===== config.mk =====
export PLATFORM = sky130hd
export DESIGN_NAME = uart_tx_arb
export DESIGN_NICKNAME = d
export VERILOG_FILES = /design/src/rtl/uart_pkg.sv /design/src/rtl/rr_pick.sv /design/src/rtl/uart_tx_arb.sv
export SDC_FILE = /design/constraint.sdc
export NUM_CORES = 1
export LEC_CHECK = 0
export CORE_ASPECT_RATIO = 0.75
export CORE_MARGIN = 5
export CORE_UTILIZATION = 40
export DETAILED_ROUTE_END_ITERATION = 6
export GPL_ROUTABILITY_DRIVEN = 0
export PLACE_DENSITY = 0.83
export SLEW_MARGIN = 0
export SYNTH_ARGS = -nofsm -noshare
export SYNTH_HDL_FRONTEND = slang
export SYNTH_SLANG_ARGS = --single-unit

===== constraint.sdc =====
create_clock -name clk -period 3.59 [get_ports clk]
set_input_delay 0.718 -clock clk [delete_from_list [all_inputs] [get_ports clk]]
set_output_delay 0.718 -clock clk [all_outputs]
set_load 0.02 [all_outputs]

===== src/rtl/uart_pkg.sv =====
// Shared types and default timing constants for the uart transmit arbiter.
package uart_pkg;

  typedef enum logic [2:0] {
    IDLE,
    WAIT,
    LOAD,
    HI,
    LO
  } tx_arb_state_t;

  localparam int UART_PUSH_HOLD = 2;
  localparam int UART_PUSH_GAP  = 2;

  function automatic int max_int(input int a, input int b);
    return (a > b) ? a : b;
  endfunction

endpackage


===== src/rtl/rr_pick.sv =====
// Circular first-one search: finds the first set bit of valid at or after ptr.
module rr_pick #(
  parameter int N = 4,
  parameter int W = $clog2(N)
) (
  input  logic [N-1:0] valid,
  input  logic [W-1:0] ptr,
  output logic         found,
  output logic [W-1:0] idx
);

  logic [N-1:0] rot;
  int           sum;

  // Rotate the request vector so that bit 0 corresponds to the pointer position.
  assign rot = N'({valid, valid} >> ptr);

  // Scan from the highest offset down so the lowest offset from ptr wins.
  always_comb begin
    found = 1'b0;
    idx   = '0;
    sum   = 0;
    for (int k = N - 1; k >= 0; k--) begin
      if (rot[k]) begin
        sum = int'(ptr) + k;
        if (sum >= N) sum = sum - N;
        found = 1'b1;
        idx   = W'(sum);
      end
    end
  end

endmodule


===== src/rtl/uart_tx_arb.sv =====
// Round-robin, frame-locked arbiter feeding one uart transmit FIFO through
// the edge-detected push protocol.
module uart_tx_arb
  import uart_pkg::*;
#(
  parameter int N    = 4,
  parameter int HOLD = UART_PUSH_HOLD,
  parameter int GAP  = UART_PUSH_GAP,
  parameter int GW   = $clog2(N)
) (
  input  logic           clk,
  input  logic           rstb,
  input  logic           en,
  input  logic [N-1:0]   req_valid,
  input  logic [N*8-1:0] req_data,
  input  logic [N-1:0]   req_last,
  output logic [N-1:0]   req_ready,
  input  logic           wfull,
  output logic [7:0]     wchar,
  output logic           push,
  output logic [GW-1:0]  grant,
  output logic           busy
);

  localparam int CW = $clog2(max_int(HOLD, GAP) + 1);

  tx_arb_state_t state;
  logic [GW-1:0] rr_ptr;
  logic [GW-1:0] next_ptr;
  logic [CW-1:0] cnt;
  logic          last_q;
  logic          pick_found;
  logic [GW-1:0] pick_idx;
  logic [7:0]    lane_data;
  logic          lane_valid;
  logic          lane_last;

  rr_pick #(
    .N(N),
    .W(GW)
  ) u_pick (
    .valid(req_valid),
    .ptr  (rr_ptr),
    .found(pick_found),
    .idx  (pick_idx)
  );

  // Select the byte lane, valid and last flag of the current owner.
  always_comb begin
    lane_data  = 8'h00;
    lane_valid = 1'b0;
    lane_last  = 1'b0;
    for (int i = 0; i < N; i++) begin
      if (grant == GW'(i)) begin
        lane_data  = req_data[8*i +: 8];
        lane_valid = req_valid[i];
        lane_last  = req_last[i];
      end
    end
  end

  // Pointer just past the owner, wrapping at N even when N is not a power of two.
  always_comb begin
    next_ptr = (grant == GW'(N - 1)) ? '0 : grant + 1'b1;
  end

  // Main sequencer; one shared down-counter times both the high and low push phases.
  always_ff @(posedge clk or negedge rstb) begin
    if (!rstb) begin
      state     <= IDLE;
      rr_ptr    <= '0;
      grant     <= '0;
      busy      <= 1'b0;
      push      <= 1'b0;
      wchar     <= 8'h00;
      req_ready <= '0;
      cnt       <= '0;
      last_q    <= 1'b0;
    end else begin
      req_ready <= '0;
      unique case (state)
        IDLE: begin
          if (en && pick_found) begin
            grant <= pick_idx;
            busy  <= 1'b1;
            state <= WAIT;
          end
        end
        WAIT: begin
          if (en && !wfull && lane_valid) begin
            wchar            <= lane_data;
            last_q           <= lane_last;
            req_ready[grant] <= 1'b1;
            state            <= LOAD;
          end
        end
        LOAD: begin
          push  <= 1'b1;
          cnt   <= CW'(HOLD - 1);
          state <= HI;
        end
        HI: begin
          if (cnt == '0) begin
            push  <= 1'b0;
            cnt   <= CW'(GAP - 1);
            state <= LO;
          end else begin
            cnt <= cnt - 1'b1;
          end
        end
        LO: begin
          if (cnt == '0) begin
            if (last_q) begin
              rr_ptr <= next_ptr;
              busy   <= 1'b0;
              state  <= IDLE;
            end else begin
              state <= WAIT;
            end
          end else begin
            cnt <= cnt - 1'b1;
          end
        end
        default: state <= IDLE;
      endcase
    end
  end

endmodule

==> results.txt <==
Initial Util = 42.1%
LEAKAGE = 0.000966 uW
clock skew = 0.00206 ns
core area = 0.00373 sq mm
CTS clk-pin slew, worst paths = 0.09 ns
worst endpoint required time = 3.75 ns
Antenna diodes = 0
worst-path fanout max = 23
Hold Buf Count CTS = 0
initial antenna violation count = 0
via count = 1434
Tightest Pin Transition = 0.997 ns
total CTS buffers = 3
sequential share of the synthesized area = 38.2%
Async SR Flop Fraction = 100%
placed insts = 271
Max Clock Freq = 0.337 GHz
root buffer cell = clkbuf_8
Net Switching = 614 uW
Post-Synth XOR/XNOR Area = 0%
Adder-Cell Fraction of Synth Area = 4.77%
share of cells above drive strength 1 = 9.87%
CP Launch Type = register
Comb pwr share = 56.1%
CP Class = reg -> reg
Rows = 19
worst reg2reg path depth = 5
Routed WL = 3900 microns
Gates resized, CTS repair = 0
period utilization = 82.6%
post-layout net count = 274
switching share of power = 38.9%
CTS tree = built
Synth cell types = 37
Post-CTS Setup Bufs = 0
sum of negative setup slack = 0 ns
Die Y = 64.3 microns
first-pass GRT wire length = 6600 microns
worst hold-check path type = reg -> reg
slew margin rel. = 33.2%
Register Area = 601 sq um
Post-synth EDFFs = 0
CTS Sinks = 24
Internal Power = 967 uW
die area = 0.00530 sq mm
fin util = 60.3%
port buffer count = 59
leading area contributor after synthesis = dfrtp_1
Via density = 5.21
fin crit period = 2.96 ns
clock latency on the worst-skew pair = 0.27 ns
clock share of power = 15.1%
DRC viols = 0
largest net degree at the start of global routing = 25
Max-Cap Viols = 0
Cell Pwr Density = 702 mW/mm^2
count leader, synth = dfrtp_1
Primary FF master, synth = dfrtp_1
status = finished, final reports clean
share of the synthesized area in the top cell type = 38.2%
drt first-iter violations = 65
gr usage total = 15.8%
Initial DRT Pass Iterations = 4
largest cells by area after synthesis = dfrtp_1 38%, a21oi_1 7.3%, mux2_4 5.7%
chip width = 82.4 microns
Synth Instances = 171
post-synthesis simple-gate area fraction = 15.2%
placed cell areas = 0.00218 sq mm
routed len/inst = 14.2 microns
syn_area_per_cell = 9.20 sq um
yosys warns = 0
Syn Nets = 221
RSZ-0062 raised after global routing = false
synthesis-to-finish area growth = 43.2%
vias in the first global route = 1416
Synth top cells by count = 24 x dfrtp_1, 23 x a21oi_1, 16 x inv_1, 16 x nand2_1, 15 x o21ai_0
Bufs on Longest Clock Path = 2
Seq pwr share = 28.9%
Yosys reg bits = 24
mux cell area share after synthesis = 10.6%
CP endpoint kind = register
Post-Synthesis Cell Area = 0.00157 sq mm
IO Pins = 60
number of H-tree levels = 1
post-route cell area = 0.00225 sq mm
area of the multi-input gates = 857 sq um
Cell Count, Final, Fillers Out = 275
largest family of logic cells by synthesized area = compound AO/OA/AOI/OAI gates
Finish-stage setup viols = 0
total gr overflow = 0
compound-gate portion of the synthesized area = 23.9%
Layout fillers = 329
Peak VDD IR = 0.459 mV
Slew Limit Fails = 0
Hold Path Depth = 1
Critical Path AT = 3.13 ns
final hold viol count = 0
HPWL Detailed = 3000 microns
Final ANT Viol Nets = 0
-- per-layer routing --
layer  part of all wire [%]  global-route usage (%)  routed length [microns]  vias to the layer above
met4                   0.21                    1.66                        8                        0
met3                    6.5                    4.35                      253                        2
met2                     47                    25.6                     1840                       38
met5                      0                       0                        0                        -
li1                       -                       -                        -                      708
met1                     46                    21.5                     1800                      686
-- placed cells by master, fill, tap and decap left out, types with 2 or more instances in the layout --
cell type,count
clkdlybuf4s50_1,59
dfrtp_1,24
a21oi_1,23
inv_1,16
nand2_1,16
o21ai_0,15
a22o_1,10
mux2_4,6
ha_1,6
and2_1,5
mux2_2,5
nor3b_1,4
nor2_1,3
clkbuf_8,3
or3b_2,2
nand2b_1,2
mux2i_1,2
o21bai_1,2
-- power by group through the flow --
stage	Combinational, uW	Clock (uW)	Sequential (uW)
after floorplan	567	0	497
after global placement	867	0	457
after detailed placement	888	0	458
after CTS	892	246	456
after global routing	975	261	475
final	886	239	456
-- state kept, by name, indices dropped and copies added (netlist names) --
| register | cells |
|---|---|
| req_ready | 4 |
| push | 1 |
| last_q | 1 |
| cnt | 2 |
| busy | 1 |
| rr_ptr | 2 |
| state | 3 |
| wchar | 8 |
| grant | 2 |
-- critical path, cell delays in order (launching register included) --
cell and delay [ns]:
dfrtp_1 0.46, ha_1 0.74, or3b_2 0.25, nand4b_1 0.14, nor3_2 0.85, mux2_2 0.42
-- stage by stage --
| step | setup slack [ns] | total power, uW | hold WS (ns) |
|---|---|---|---|
| 6_report | 0.625 | 1580 | 0.518 |
| 4_1_cts | 0.591 | 1590 | 0.523 |
| 3_3_place_gp | 0.693 | 1320 | 0.491 |
| 3_5_place_dp | 0.613 | 1350 | 0.492 |
| 5_1_grt | 0.421 | 1710 | 0.541 |
| 2_1_floorplan | 1.50 | 1060 | 0.422 |
-- final cells by class --
| class | count | area share [%] |
|---|---|---|
| Multi-Input combinational cell | 119 | 38.1 |
| Sequential cell | 24 | 26.7 |
| Timing Repair Buffer | 60 | 26.6 |
| Tap cell | 52 | 2.89 |
| Inverter | 16 | 2.67 |
| Clock buffer | 3 | 1.83 |
| Clock inverter | 1 | 1.33 |
-- cell families after synthesis --
family                   after synthesis
flip-flops                            24
AND/OR/NAND/NOR                       42
buffers and inverters                 28
multiplexers                          13
AO/OA/AOI/OAI                         58
adder cells (fa/ha/maj)                6
-- final timing paths --
| path | end | slack, ns | start |
|---|---|---|---|
| max | wchar[3] | 0.63 | grant[0] |
| min | wchar[4] | 0.52 | wchar[4] |
| max reg2reg | wchar[3] | 0.63 | grant[0] |
| min reg2reg | wchar[4] | 0.52 | wchar[4] |
| max in group asynchronous | state[2] | 2.54 | rstb |
| min in group asynchronous | grant[0] | 0.80 | rstb |
Power figures use the tool's default switching activity.
